===== src/rtl/rail_sequencer_if.sv =====
// Wishbone slave bus bundle for rail_sequencer (16-bit address/data).
interface rail_sequencer_if;
    logic        wb_cyc_i;
    logic        wb_stb_i;
    logic        wb_we_i;
    logic [15:0] wb_adr_i;
    logic [15:0] wb_dat_i;
    logic [15:0] wb_dat_o;
    logic        wb_ack_o;

    modport master (
        output wb_cyc_i, wb_stb_i, wb_we_i, wb_adr_i, wb_dat_i,
        input  wb_dat_o, wb_ack_o
    );

    modport slave (
        input  wb_cyc_i, wb_stb_i, wb_we_i, wb_adr_i, wb_dat_i,
        output wb_dat_o, wb_ack_o
    );
endinterface


===== src/rtl/rail_sequencer.sv =====
// Power rail sequencer: ordered power-up with PG timeout, reverse-order
// power-down, hard-fault shutdown and a Wishbone command/status slave.
// Optional feature macro: RAIL_SEQ_AUTO_RESTART_EN (automatic retry after fault).
module rail_sequencer #(
    parameter int unsigned           NUM_RAILS       = 8,
    parameter logic [31:0]           PG_TIMEOUT      = 32'd1000,
    parameter logic [31:0]           STEP_DELAY      = 32'd100,
    parameter logic [31:0]           POWER_DOWN_WAIT = 32'd100,
    parameter logic [NUM_RAILS-1:0]  INHIBIT_MASK    = {NUM_RAILS{1'b0}}
) (
    input  logic                 wb_clk_i,
    input  logic                 wb_rst_i,
    rail_sequencer_if.slave      wb,
    input  logic                 power_up_req,
    input  logic                 power_down_req,
    input  logic                 fault_i,
    input  logic [NUM_RAILS-1:0] rail_pg,
    output logic [NUM_RAILS-1:0] rail_en,
    output logic                 power_ok,
    output logic                 seq_fault
);

    typedef enum logic [3:0] {
        ST_OFF     = 4'd0,
        ST_UP_EN   = 4'd1,
        ST_UP_PG   = 4'd2,
        ST_UP_STEP = 4'd3,
        ST_ON      = 4'd4,
        ST_DN_DIS  = 4'd5,
        ST_DN_WAIT = 4'd6,
        ST_FAULT   = 4'd7
    } state_t;

    localparam logic [3:0] LAST_IDX = 4'(NUM_RAILS - 1);
`ifdef RAIL_SEQ_AUTO_RESTART_EN
    localparam logic [31:0] RESTART_WAIT = POWER_DOWN_WAIT * 32'd4;
`endif

    state_t                 state_q, state_nx;
    logic [3:0]             idx_q, idx_nx;
    logic [31:0]            timer_q, timer_nx, timer_inc;
    logic [NUM_RAILS-1:0]   en_q, en_nx;
    logic [NUM_RAILS-1:0]   mask_q;
    logic [1:0]             cause_q, cause_nx;
    logic [3:0]             frail_q, frail_nx;
    logic [3:0]             retry_q, retry_nx;
    logic [NUM_RAILS-1:0]   pg_meta, pg_sync;

    logic                   ack_q;
    logic [15:0]            dat_q, rd_data;
    logic                   wb_req, ctrl_wr, mask_wr;
    logic                   cmd_up, cmd_dn, cmd_clr;

    logic [NUM_RAILS-1:0]   idx_onehot;
    logic                   sel_mask, sel_pg, pg_lost;
    logic [3:0]             lost_idx;
    logic                   unused_dat;

    assign unused_dat = ^wb.wb_dat_i;

    // Wishbone request decode and command pulses (down beats up)
    always_comb begin
        wb_req  = wb.wb_cyc_i & wb.wb_stb_i & ~ack_q;
        ctrl_wr = wb_req & wb.wb_we_i & (wb.wb_adr_i == 16'd1);
        mask_wr = wb_req & wb.wb_we_i & (wb.wb_adr_i == 16'd4);
        cmd_dn  = power_down_req | (ctrl_wr & wb.wb_dat_i[1]);
        cmd_up  = (power_up_req | (ctrl_wr & wb.wb_dat_i[0])) & ~cmd_dn;
        cmd_clr = ctrl_wr & wb.wb_dat_i[2];
    end

    // Two-flop synchroniser for the asynchronous PG inputs
    always_ff @(posedge wb_clk_i or negedge wb_rst_i) begin
        if (!wb_rst_i) begin
            pg_meta <= '0;
            pg_sync <= '0;
        end else begin
            pg_meta <= rail_pg;
            pg_sync <= pg_meta;
        end
    end

    // Per-index selection and lowest-index PG-loss detection
    always_comb begin
        idx_onehot = '0;
        sel_mask   = 1'b0;
        sel_pg     = 1'b0;
        pg_lost    = 1'b0;
        lost_idx   = '0;
        for (int unsigned i = 0; i < NUM_RAILS; i++) begin
            if (idx_q == 4'(i)) begin
                idx_onehot[i] = 1'b1;
                sel_mask      = mask_q[i];
                sel_pg        = pg_sync[i];
            end
            if (!pg_lost && mask_q[i] && !pg_sync[i]) begin
                pg_lost  = 1'b1;
                lost_idx = 4'(i);
            end
        end
    end

    // FSM state and sequencing datapath registers
    always_ff @(posedge wb_clk_i or negedge wb_rst_i) begin
        if (!wb_rst_i) begin
            state_q <= ST_OFF;
            idx_q   <= '0;
            timer_q <= '0;
            en_q    <= '0;
            cause_q <= '0;
            frail_q <= '0;
            retry_q <= '0;
        end else begin
            state_q <= state_nx;
            idx_q   <= idx_nx;
            timer_q <= timer_nx;
            en_q    <= en_nx;
            cause_q <= cause_nx;
            frail_q <= frail_nx;
            retry_q <= retry_nx;
        end
    end

    // Next-state and datapath update logic
    always_comb begin
        state_nx  = state_q;
        idx_nx    = idx_q;
        timer_nx  = timer_q;
        en_nx     = en_q;
        cause_nx  = cause_q;
        frail_nx  = frail_q;
        retry_nx  = retry_q;
        timer_inc = (timer_q == '1) ? timer_q : timer_q + 32'd1;

        if (fault_i && state_q != ST_OFF && state_q != ST_FAULT) begin
            state_nx = ST_FAULT;
            cause_nx = 2'd3;
            en_nx    = '0;
            timer_nx = '0;
        end else begin
            unique case (state_q)
                ST_OFF: begin
                    if (cmd_up) begin
                        idx_nx   = '0;
                        state_nx = ST_UP_EN;
                    end
                end
                ST_UP_EN, ST_UP_PG, ST_UP_STEP: begin
                    if (cmd_dn) begin
                        state_nx = ST_DN_DIS;
                    end else if (state_q == ST_UP_EN) begin
                        if (!sel_mask) begin
                            if (idx_q == LAST_IDX) begin
                                state_nx = ST_ON;
                                retry_nx = '0;
                            end else begin
                                idx_nx = idx_q + 4'd1;
                            end
                        end else begin
                            en_nx    = en_q | idx_onehot;
                            timer_nx = '0;
                            state_nx = ST_UP_PG;
                        end
                    end else if (state_q == ST_UP_PG) begin
                        if (sel_pg) begin
                            timer_nx = '0;
                            state_nx = ST_UP_STEP;
                        end else if (timer_q >= PG_TIMEOUT) begin
                            state_nx = ST_FAULT;
                            cause_nx = 2'd1;
                            frail_nx = idx_q;
                            en_nx    = '0;
                            timer_nx = '0;
                        end else begin
                            timer_nx = timer_inc;
                        end
                    end else begin
                        if (timer_q >= STEP_DELAY) begin
                            if (idx_q == LAST_IDX) begin
                                state_nx = ST_ON;
                                retry_nx = '0;
                            end else begin
                                idx_nx   = idx_q + 4'd1;
                                state_nx = ST_UP_EN;
                            end
                        end else begin
                            timer_nx = timer_inc;
                        end
                    end
                end
                ST_ON: begin
                    if (pg_lost) begin
                        state_nx = ST_FAULT;
                        cause_nx = 2'd2;
                        frail_nx = lost_idx;
                        en_nx    = '0;
                        timer_nx = '0;
                    end else if (cmd_dn) begin
                        idx_nx   = LAST_IDX;
                        state_nx = ST_DN_DIS;
                    end
                end
                ST_DN_DIS: begin
                    if (sel_mask) begin
                        en_nx    = en_q & ~idx_onehot;
                        timer_nx = '0;
                        state_nx = ST_DN_WAIT;
                    end else if (idx_q == 4'd0) begin
                        state_nx = ST_OFF;
                    end else begin
                        idx_nx = idx_q - 4'd1;
                    end
                end
                ST_DN_WAIT: begin
                    if (timer_q >= POWER_DOWN_WAIT) begin
                        if (idx_q == 4'd0) begin
                            state_nx = ST_OFF;
                        end else begin
                            idx_nx   = idx_q - 4'd1;
                            state_nx = ST_DN_DIS;
                        end
                    end else begin
                        timer_nx = timer_inc;
                    end
                end
                ST_FAULT: begin
                    if (cmd_clr) begin
                        state_nx = ST_OFF;
                        retry_nx = '0;
                        timer_nx = '0;
                    end
`ifdef RAIL_SEQ_AUTO_RESTART_EN
                    else if (cause_q != 2'd3 && retry_q < 4'd3) begin
                        if (timer_q >= RESTART_WAIT) begin
                            retry_nx = retry_q + 4'd1;
                            idx_nx   = '0;
                            state_nx = ST_UP_EN;
                        end else begin
                            timer_nx = timer_inc;
                        end
                    end
`endif
                end
                default: state_nx = ST_OFF;
            endcase
        end
    end

    // Physical outputs; rails are forced off while in FAULT
    always_comb begin
        power_ok  = (state_q == ST_ON);
        seq_fault = (state_q == ST_FAULT);
        rail_en   = ((state_q == ST_FAULT) ? '0 : en_q) ^ INHIBIT_MASK;
    end

    // Register read multiplexer
    always_comb begin
        rd_data = '0;
        unique case (wb.wb_adr_i)
            16'd0:   rd_data = {retry_q, idx_q, cause_q, seq_fault, power_ok, state_q};
            16'd2:   rd_data = 16'(pg_sync);
            16'd3:   rd_data = {12'd0, frail_q};
            16'd4:   rd_data = 16'(mask_q);
            default: rd_data = '0;
        endcase
    end

    // Wishbone acknowledge, read data and enable-mask register
    always_ff @(posedge wb_clk_i or negedge wb_rst_i) begin
        if (!wb_rst_i) begin
            ack_q  <= 1'b0;
            dat_q  <= '0;
            mask_q <= '1;
        end else begin
            ack_q <= wb_req;
            dat_q <= (wb_req && !wb.wb_we_i) ? rd_data : '0;
            if (mask_wr && state_q == ST_OFF) begin
                mask_q <= wb.wb_dat_i[NUM_RAILS-1:0];
            end
        end
    end

    assign wb.wb_ack_o = ack_q;
    assign wb.wb_dat_o = dat_q;

endmodule


===== src/flat_wrapper.sv =====
// flat-port wrapper written by rule: the top's interface ports become plain ports
module rail_sequencer_flat 
#(
    parameter int unsigned           NUM_RAILS       = 8,
    parameter logic [31:0]           PG_TIMEOUT      = 32'd1000,
    parameter logic [31:0]           STEP_DELAY      = 32'd100,
    parameter logic [31:0]           POWER_DOWN_WAIT = 32'd100,
    parameter logic [NUM_RAILS-1:0]  INHIBIT_MASK    = {NUM_RAILS{1'b0}}
)
  (wb_clk_i, wb_rst_i, power_up_req, power_down_req, fault_i, rail_pg, rail_en, power_ok, seq_fault, wb_wb_cyc_i, wb_wb_stb_i, wb_wb_we_i, wb_wb_adr_i, wb_wb_dat_i, wb_wb_dat_o, wb_wb_ack_o);
  rail_sequencer_if wb_i ();
  input  logic wb_clk_i;
  input  logic wb_rst_i;
  input  logic power_up_req;
  input  logic power_down_req;
  input  logic fault_i;
  input  logic [NUM_RAILS-1:0] rail_pg;
  output logic [NUM_RAILS-1:0] rail_en;
  output logic power_ok;
  output logic seq_fault;
  input wire logic [$bits(wb_i.wb_cyc_i)-1:0] wb_wb_cyc_i;
  input wire logic [$bits(wb_i.wb_stb_i)-1:0] wb_wb_stb_i;
  input wire logic [$bits(wb_i.wb_we_i)-1:0] wb_wb_we_i;
  input wire logic [$bits(wb_i.wb_adr_i)-1:0] wb_wb_adr_i;
  input wire logic [$bits(wb_i.wb_dat_i)-1:0] wb_wb_dat_i;
  output wire logic [$bits(wb_i.wb_dat_o)-1:0] wb_wb_dat_o;
  output wire logic [$bits(wb_i.wb_ack_o)-1:0] wb_wb_ack_o;
  assign wb_i.wb_cyc_i = wb_wb_cyc_i;
  assign wb_i.wb_stb_i = wb_wb_stb_i;
  assign wb_i.wb_we_i = wb_wb_we_i;
  assign wb_i.wb_adr_i = wb_wb_adr_i;
  assign wb_i.wb_dat_i = wb_wb_dat_i;
  assign wb_wb_dat_o = wb_i.wb_dat_o;
  assign wb_wb_ack_o = wb_i.wb_ack_o;
  rail_sequencer #(.NUM_RAILS(NUM_RAILS), .PG_TIMEOUT(PG_TIMEOUT), .STEP_DELAY(STEP_DELAY), .POWER_DOWN_WAIT(POWER_DOWN_WAIT), .INHIBIT_MASK(INHIBIT_MASK)) u_core (.wb_clk_i(wb_clk_i), .wb_rst_i(wb_rst_i), .wb(wb_i), .power_up_req(power_up_req), .power_down_req(power_down_req), .fault_i(fault_i), .rail_pg(rail_pg), .rail_en(rail_en), .power_ok(power_ok), .seq_fault(seq_fault));
endmodule

===== config.mk =====
export PLATFORM = sky130hd
export DESIGN_NAME = rail_sequencer_flat
export DESIGN_NICKNAME = d
export VERILOG_FILES = /design/src/rtl/rail_sequencer_if.sv /design/src/rtl/rail_sequencer.sv /design/src/flat_wrapper.sv
export SDC_FILE = /design/constraint.sdc
export NUM_CORES = 1
export LEC_CHECK = 0
export CAP_MARGIN = 10
export CORE_ASPECT_RATIO = 0.8
export CORE_MARGIN = 2
export CORE_UTILIZATION = 35
export DETAILED_ROUTE_END_ITERATION = 8
export HOLD_SLACK_MARGIN = 0.08
export SYNTH_ARGS = -nofsm -noshare
export SYNTH_HDL_FRONTEND = slang
export SYNTH_SLANG_ARGS = --single-unit

===== constraint.sdc =====
create_clock -name wb_clk_i -period 8.1 [get_ports wb_clk_i]
set_clock_uncertainty 0.05 [all_clocks]
set_input_delay 2.025 -clock wb_clk_i [delete_from_list [all_inputs] [get_ports wb_clk_i]]
set_output_delay 2.025 -clock wb_clk_i [all_outputs]
set_load 0.05 [all_outputs]

Word level (Yosys, flattened, before mapping):

Cells that the tools add are included.

* bits in registers: 99
* bits of input ports: 48
* output and inout port bits: 27
* logic and storage cells: 259

* $add $sub $neg: 3
* order comparisons: 2
* eq/ne operators: 54
* multiplexer cells: 118
* bitwise logic cells: 17
* reduce and logical (&&, ||, !) cells: 53

Operators with widths (number)
* 32-bit 2-to-1 mux: 11
* 4-bit 2-to-1 mux: 40
* 32-bit one-hot mux with 5 select lines: 1
* 8-bit 2-to-1 mux: 10
* 16-bit one-hot mux with 4 select lines: 1
* 1-bit 2-to-1 mux: 33
* 32-bit by 1-bit adder with 32-bit output (second input constant): 1
* 16-bit by 2-bit == test with 1-bit output (second input constant): 2
* 32-bit == test (second input constant): 1
* 4-bit by 3-bit == test with 1-bit output (second input constant): 8
* 32-bit by 10-bit >= comparator with 1-bit output (second input constant): 1
* 32-bit by 7-bit >= comparator with 1-bit output (second input constant): 1
* 3-bit by 1-bit != test with 1-bit output (second input constant): 8
* 4-bit one-hot mux with 6 select lines: 1
* 8-bit one-hot mux with 3 select lines: 1
* 8-bit AND reduction: 3
* 4-bit one-hot mux with 5 select lines: 1
* 1-bit logical AND: 19
* 2-bit 2-to-1 mux: 9
* 3-bit 2-to-1 mux: 6
* 16-bit by 1-bit == test with 1-bit output (second input constant): 1
* 16-bit by 3-bit == test with 1-bit output (second input constant): 1
* 4-bit by 2-bit == test with 1-bit output (second input constant): 4
* 1-bit zero test: 16
* 34 further kinds: 67

Logic depth before layout (Yosys ltp):

Gate-level depths: netlist of the first run.

* depth after elaboration: 34
* gate-level depth with buffers: 12

Worst setup path before layout of the first run:

OpenSTA, ideal clock, no wires.

* path type: reg2out
* from: register u_core.state_q[0]
* to: output port rail_en[0]
* arrival time: 2.045 ns
* required time: 6.025 ns
* setup slack: 3.980 ns
* stages on the path, launching flop included: 8
* buffers on the path: 2
* path through: dfrtp_1 -> buf_2 -> inv_2 -> nor2_1 -> nand2_1 -> inv_2 -> clkbuf_1 -> nor2_1

* word-level cells in the longest chain between the ends: 2

RTL lines
* start, declared: line rail_sequencer.sv:39 `state_t state_q, state_nx;`
* start signal, assigned: line rail_sequencer.sv:113 `state_q <= state_nx;`
* 4-bit by 3-bit == test with 1-bit output
* via seq_fault: line flat_wrapper.sv:20 `output logic seq_fault;`
* 8-bit 2-to-1 mux: line rail_sequencer.sv:252 `rail_en = ((state_q == ST_FAULT) ? '0 : en_q) ^ INHIBIT_MASK;`
* end, declared: line flat_wrapper.sv:18 `output logic [NUM_RAILS-1:0] rail_en;`

The timed path passes the listed nets, and every way through them passes these cells.

Final worst setup path of the first run:

* from: register u_core.state_q[1]
* to: output port seq_fault

* word-level cells in the longest chain between the ends: 1

RTL lines
* 4-bit by 3-bit == test with 1-bit output: line rail_sequencer.sv:251 `seq_fault = (state_q == ST_FAULT);`
* end, declared: line flat_wrapper.sv:20

Every way passes these cells.

==> results of run 1 <==
cell usage in the layout, fill, tap and decap left out, types with 4 or more instances in the layout:
cell             count
a21oi_1             36
a22oi_1              4
a311oi_1             5
a31oi_1              6
a32oi_1              6
and2_1               7
and3_1               5
buf_4                4
clkbuf_16            9
clkdlybuf4s50_1     61
conb_1               4
dfrtp_1             82
dfstp_2              8
ha_1                 6
inv_1               16
mux2_2              15
nand2_1             54
nand2b_1            10
nand3_1             13
nand4_1             14
nor2_1              56
nor2b_1             25
nor3_1              11
nor3b_1              5
nor4_1              12
o211ai_1             7
o21ai_0             34
o32ai_1              4
or3_1                4
stage by stage:
step                utilization  cells  setup slack, ns  area (um^2)
global route              0.423    819             2.71         6320
floorplan                     -    585             3.98         5340
CTS                       0.421    818             2.86         6300
detailed placement        0.402    802             2.77         6010
finish                    0.423    819             2.80         6320
global placement          0.402    802             2.80         6010
worst register-to-register path, cell delays in order (launching register included):
cell	delay, ns
dfrtp_1	0.57
ha_1	0.72
nor2_2	0.11
a311oi_1	0.31
o221ai_1	0.24
o21ai_1	0.90
o2111ai_2	0.23
or3_1	0.39
a22o_1	0.25
cells by family after synthesis:
| logic type | synth area share |
|---|---|
| fa+ha+maj | 0.0197 |
| xor+xnor | 0.00987 |
| flops | 0.425 |
| simple gates | 0.246 |
| buf+inv | 0.0528 |
| other cells | 0.000704 |
| mux | 0.0373 |
| compound gates | 0.209 |
flip-flops by register name (all words and copies together), names as in the netlist:
signal	count
u_core.idx_q	4
u_core.wb.wb_dat_o	12
u_core.state_q	3
u_core.pg_sync	8
u_core.cause_q	2
u_core.frail_q	4
u_core.wb.wb_ack_o	1
u_core.mask_q	8
u_core.en_q	8
u_core.pg_meta	8
u_core.timer_q	32
layout make-up:
type                            instances  area [um^2]
Tap cell                              189          236
Inverter                               20         75.1
Clock inverter                          6         57.6
Sequential cell                        90         2260
Fill cell                            1430         8640
Timing Repair Buffer                   66          668
Multi-Input combinational cell        438         2800
Clock buffer                           10          229
worst paths after layout:
check | endpoint | from | slack (ns) | depth (start not counted)
setup / recovery | seq_fault | u_core.state_q[1]$_DFFE_PN0P_ | 2.80 | 5
hold / removal | u_core.pg_sync[5]$_DFF_PN0_ | u_core.pg_meta[5]$_DFF_PN0_ | 0.30 | 0
setup reg to reg | u_core.state_q[0]$_DFFE_PN0P_ | u_core.idx_q[0]$_DFFE_PN0P_ | 4.21 | 8
hold reg to reg | u_core.pg_sync[5]$_DFF_PN0_ | u_core.pg_meta[5]$_DFF_PN0_ | 0.30 | 0
max in group asynchronous | u_core.mask_q[5]$_DFFE_PN1P_ | wb_rst_i | 5.81 | 2
min in group asynchronous | u_core.wb.wb_dat_o[2]$_DFF_PN0_ | wb_rst_i | 1.53 | 1
report_power, final:
part | total (W) | internal, W | switching, W
Sequential | 0.000572 | 0.000493 | 0.0000788
Combinational | 0.000967 | 0.000319 | 0.000648
Clock | 0.000406 | 0.000216 | 0.000190
Total | 0.00194 | 0.00103 | 0.000917
layer usage:
layer  share of wire  vias to the layer above  global-route usage  wire length [um]
met5               0                        -                   0                 0
li1                -                     2223                   -                 -
met2            0.41                      227               0.278              6400
met4           0.015                        0              0.0587               227
met1            0.49                     2293               0.301              7660
met3           0.081                       20              0.0473              1260
==> run summary, run 1 <==
The total buffers and inverters traversed by the critical path works out to 3. For the cell count after synthesis, the log shows 582. The number of design-rule violations left by the first detailed-router iteration was 487; the post-route clock period utilization was 0.655. Pin placement for this block handled 75 I/O pins. The top-area cell type share of the netlist area is 0.385, and the maximum achievable frequency is 0.189 GHz.

Clock sink count: 90. The number of antenna violations at the first check in global routing came out at 0. The sequential share of the synthesized area was 0.425.

Walking the worst path, the cells encountered are inv_2, nor2_1, nand2_1, inv_2, clkdlybuf4s50_1. The power after layout was 0.00194 W. The flow ran to the end, and the final reports show no timing, DRC or antenna violations. Across the run, the number of max-cap violations was 0. Clock latency on the worst-skew pair, taken at its later pin, is 0.35 ns.

Among all flip-flop cells after synthesis, the most frequent one is dfrtp_1. The aggregate global routing overflow is 0. The number of flops mapped to enable cells by yosys works out to 0. For the total track usage, the log shows 0.198.

The die covers 16,200 um^2. Hold is met by 0.299 ns. The floorplan has 40 rows. Routability-driven placement finished with a final weighted congestion of 0.926.

STA classifies the critical path startpoint as a flop. For the pin with the worst max-slew slack, the measured transition is 1.09 ns. Clock-pin slew was measured on the worst setup and hold paths at 0.07 ns. For the initial cell density of the core, the log shows 0.356.

The run gives 15,000 um^2 as the placeable core region. In this design, the largest share of critical-path delay is due to buffers and inverters. The width of the chip was 142 um; the number of design rule violations left after detail routing was 0. In this run the power density over the cells is 307 nW/um^2. The logs give 0 for the number of endpoints failing setup at the final stage and 15,500 um for the total wire length after detailed routing.

The cell that appears most often on the critical path is inv_2. Counting instances in the post-synthesis netlist gives the leading cell types as dfrtp_1 (82), nor2_1 (56), nand2_1 (54). After detailed routing, the number of vias per cell comes to 5.82. The tools report the number of antenna-violating nets in the routed design as 0.

The maximum number of buffers from clock root to sink was 2. Entering global routing, the biggest net connects 91 pins. The total count of hold-check failures in the final report is 0. During synthesis, Yosys emitted a total of 0 warnings. In the final routed layout, each cell accounts on average for 19.0 um. After clock tree synthesis, the flow added hold-fix buffers numbering 0. Buffers placed on the I/O ports in this run total 62. The highest ir drop seen on vdd is 0.000138 V. Class of the most critical setup path: reg -> out.

The run gives 25,000 um as the wire length of the first global-routing pass. The final layout contains 679 nets. TritonCTS created 9 clock buffers.

The vertical die dimension was 114 um; the final critical path time including I/O delays and setup was 5.30 ns. Setup repair after global routing left no endpoint under its margin. Leakage power: 2.56 nW.

Summed over all nets, the half-perimeter wirelength after detailed placement is 11,300 um. Data on the critical path arrives at its endpoint at 3.23 ns. The synthesized area came out at 5330 um^2. The delay contributed by the slowest stage of the critical path works out to 0.86 ns.

Among all cell types in the netlist, the one instantiated most often is dfrtp_1. Layout-stage area growth over the synthesis result: 18.7%. The critical-path cell with the highest stage delay was clkdlybuf4s50_1.

The data required time at the worst endpoint came out at 6.03 ns. The repair_antennas step left the layout with diodes totalling 0. Total iterations of the first detailed-routing run: 5. The via count of the routed design is 4,763. The average instance in the mapped netlist occupies 9.15 um^2. Of all nets on the critical path, the largest fanout is 20. After clock tree synthesis, the repair step resized 0 gates. Relative slew slack: 0.272. The via count of the first global-routing pass is 4,591. The tree is rooted in a clkbuf_16.

The max-slew violation total from the final report was 0; the proportion of register bits with asynchronous set or reset after synthesis was 1.00. The fraction of layout instances using a drive strength above 1 came out at 0.111. The distinct cell type count of the synthesized netlist came out at 85. Library cell with the largest summed area after synthesis: dfrtp_1. In the final timing run, aggregate negative setup slack is 0 ns. The H-tree was split into 3 levels. The number of register bits inferred by synthesis was 90. The worst setup path is captured at an output pin. TritonCTS built the clock tree.

Ranked by total cell area, the synthesized netlist is headed by dfrtp_1 (39%), dfstp_2 (3.9%), nor2_1 (3.9%), nand2_1 (3.8%), a21oi_1 (3.4%). The tightest min-delay check is of the reg -> reg type. The buffers inserted during post-CTS setup optimization was 0.
Note: power is estimated with default switching activity, not from simulation.
==> run 2: changes to the inputs <==
clock period = 5.15 ns   (was 8.1 ns; I/O delays follow)
==> run 2 against run 1 <==
  * Non-clock buffer count up 8
  * Via count up 1.1%
  * Cell count up 0.98%
  * Clock-buffer cell count unchanged
  * Wire length up 2.1%
  * Sequential share of layout area down 0.32 points
  * Highest routed layer unchanged
==> run summary, run 2 (synthesized netlist as in run 1, its figures left out) <==
The run finished with clean final reports. The worst setup path is captured at an output pin. The final critical path time including I/O delays and setup was 4.41 ns.

For the placeable core region, the log shows 15,000 um^2. The width of the chip is 142 um. In this run the static leakage power is 2.60 nW. The path with the worst hold slack has its endpoint at u_core.pg_sync[5]$_DFF_PN0_.

The count of port buffers added during placement was 62. For the sequential share of power, the log shows 0.289. Class of the tightest hold or removal check: reg -> reg. Number of buffers inserted during clock tree synthesis: 9. After legalization and detailed placement, the total HPWL measured 11,700 um. The slowest stage of the critical path belongs to the cell clkdlybuf4s50_1. The mean routed wirelength per cell is 19.2 um. Along the worst path, the maximum fanout reaches 20.

The startpoint of the most critical register-to-register path is u_core.idx_q[0]$_DFFE_PN0P_. The share of power burned in combinational logic is 0.494, and the fill cell total of the finished layout is 1,487. In the layout the commonest cells are dfrtp_1 (82), clkdlybuf4s50_1 (61), nor2_1 (56).

The maximum number of buffers from clock root to sink is 2. Once detail routing completed, the nets flagged for antenna violations numbered 0. Post-route core utilization: 0.426. The initial cell density of the core was 0.356; the slew at the pin closest to its max-slew limit was 0.813 ns.

Post-CTS timing repair inserted 0 buffers for setup. The run gives 0 as the number of endpoints failing setup at the final stage. Using the TritonRoute via totals, the vias-per-cell ratio works out to 5.82.

The fraction of layout instances using a drive strength above 1 works out to 0.124. For this design the top-level I/O count stands at 75. The later pin in the worst-skew pair is clocked with a latency of 0.36 ns. The cell class contributing the biggest share of worst-path delay was buffers and inverters.

For this run, design rule violations remaining after detail routing come to 0. The critical path goes through inv_2, nor2_1, nand2_1, inv_2, clkdlybuf4s50_1. STA puts the critical path data required time at 3.81 ns.

The cell-internal power was 0.00166 W. Critical register-to-register path endpoint: u_core.frail_q[0]$_DFFE_PN0P_. Among the stages of the critical path, the cell type that occurs most often is inv_2. After detailed routing, the total wire length is 15,900 um. Measured along the y axis, the die boundary spans 114 um. The total track usage was 0.201; the clock-pin slew on the worst setup and hold paths was 0.07 ns.

Routability-driven placement finished with a final weighted congestion of 0.923. The critical path starts at u_core.state_q[1]$_DFFE_PN0P_. The post-cts gate resize count was 0; the delay contributed by the slowest stage of the critical path was 0.86 ns. The first global-routing pass estimated 25,400 um of wire. In the final routing, the length of wire on met1 measures 7870 um. Detailed routing placed a total of 6630 um of wire on met2. Setup total negative slack on the finished layout was measured at 0 ns. The logs give 0 for the max-cap check violation count and 4,817 for the via count of the routed design. In this run the most critical hold path is launched from u_core.pg_meta[5]$_DFF_PN0_.

The post-route clock period utilization came out at 0.857. The tools report the max-slew violation total from the final report as 0. The count of H-tree levels built during CTS is 3, and the final instance area is 6380 um^2.

From synthesis to final layout, the design area changed by 19.8%. The tools report the total count of hold-check failures in the final report as 0. The routed design uses 1220 um of met3 wire. Hold repair after CTS inserted 0 buffers. The number of antenna diodes in the final layout is 0. The area of placed instances was 6080 um^2; the pin count of the biggest net entering global routing was 58.

Setup repair after global routing left no endpoint under its margin. The analysis attributes to net switching a power of 0.00146 W. The highest metal layer carrying signal wires in the routed design is met4.

The worst hold path passes through 0 cells. The tools report the number of design-rule violations left by the first detailed-router iteration as 398. The worst register-to-register path has a setup slack of 1.64 ns. The maximum achievable frequency was 0.227 GHz; the proportion of power drawn by the clock network was 0.217.

Power spread over the standard cell area amounts to 489 nW/um^2. STA classifies the critical path startpoint as a flop. The number of nets in the final layout was 687; the fraction of power spent switching nets was 0.469. The run gives 90 as the clock sink count. The total buffers and inverters traversed by the critical path was 3; the number of standard-cell rows in the floorplan was 40.

After global routing the overflow that remains totals 0. The CTS root buffer is clkbuf_16. The library cell used most frequently in the layout, excluding fill and tap cells, is dfrtp_1.

The top register by number of flip-flops is u_core.timer_q. TritonCTS built the clock tree. The floorplan step defined a die boundary enclosing 16,200 um^2. The via count of the first global-routing pass is 4,574.

The number of logic stages on the critical path including buffering was 5; the total iterations of the first detailed-routing run was 5. The tools report the arrival time of the worst setup path as 3.07 ns. The worst setup path is of the reg -> out kind.

The number of antenna violations at the first check in global routing was 0. IR analysis of the VDD net gives a maximum drop of 0.000217 V. The number of flip-flops in the largest register works out to 32. Measured in cells, the most critical reg-to-reg path has a length of 9. Relative slew slack: 0.444.
-- run 2: cell count changes in the layout (fill, tap and decap cells not counted) --
cell and delta:
buf_16 -1, buf_4 +9, clkbuf_1 -1, clkbuf_8 +1, clkinv_4 -2, clkinv_8 +1, inv_6 +1
-- run 2: worst register-to-register path, stage by stage (launching register included) --
cell and delay [ns]:
dfrtp_1 0.57, ha_1 0.71, nor2_2 0.12, a311oi_1 0.32, o221ai_1 0.23, o22a_1 0.26
o32ai_1 0.38, o21ai_0 0.19, nand2_1 0.20, mux2_2 0.37
-- run 2: power by group through the flow --
stage | sequential, W | combinational (W) | clock (W)
2_1_floorplan | 0.000829 | 0.00118 | 0
3_3_place_gp | 0.000905 | 0.00150 | 0
3_5_place_dp | 0.000910 | 0.00151 | 0
4_1_cts | 0.000896 | 0.00152 | 0.000697
5_1_grt | 0.000914 | 0.00169 | 0.000724
6_report | 0.000901 | 0.00154 | 0.000678
-- run 2: through the flow --
step	power [W]	std cells	setup WS (ns)	hold WS (ns)
2_1_floorplan	0.00201	585	1.77	0.281
3_3_place_gp	0.00241	811	1.03	0.283
3_5_place_dp	0.00242	811	1.03	0.286
4_1_cts	0.00311	827	0.781	0.303
5_1_grt	0.00333	827	0.591	0.306
6_report	0.00312	827	0.739	0.301
-- run 2: area by class of cell --
type                       count  area [um^2]  area share
tap                          189          236      0.0371
inverter                      20         75.1      0.0118
clock inverter                 6         65.1      0.0102
multi-input combinational    438         2800       0.438
timing repair buffer          74          708       0.111
sequential                    90         2260       0.355
clock buffer                  10          239      0.0375
-- run 2: worst max path at each step --
| stage | slack (ns) | end |
|---|---|---|
| after global placement | 1.03 | u_core.timer_q[16]$_DFFE_PN0P_ |
| after floorplan | 1.77 | rail_en[0] |
| final | 0.74 | seq_fault |
| after CTS | 0.78 | seq_fault |
| after detailed placement | 1.03 | u_core.timer_q[26]$_DFFE_PN0P_ |
| after global routing | 0.59 | seq_fault |
-- run 2: per-layer routing --
layer  GRT usage  vias up
met4      0.0540        0
met3      0.0506       12
met2       0.277      212
li1            -     2232
met1       0.310     2361
met5           0        -
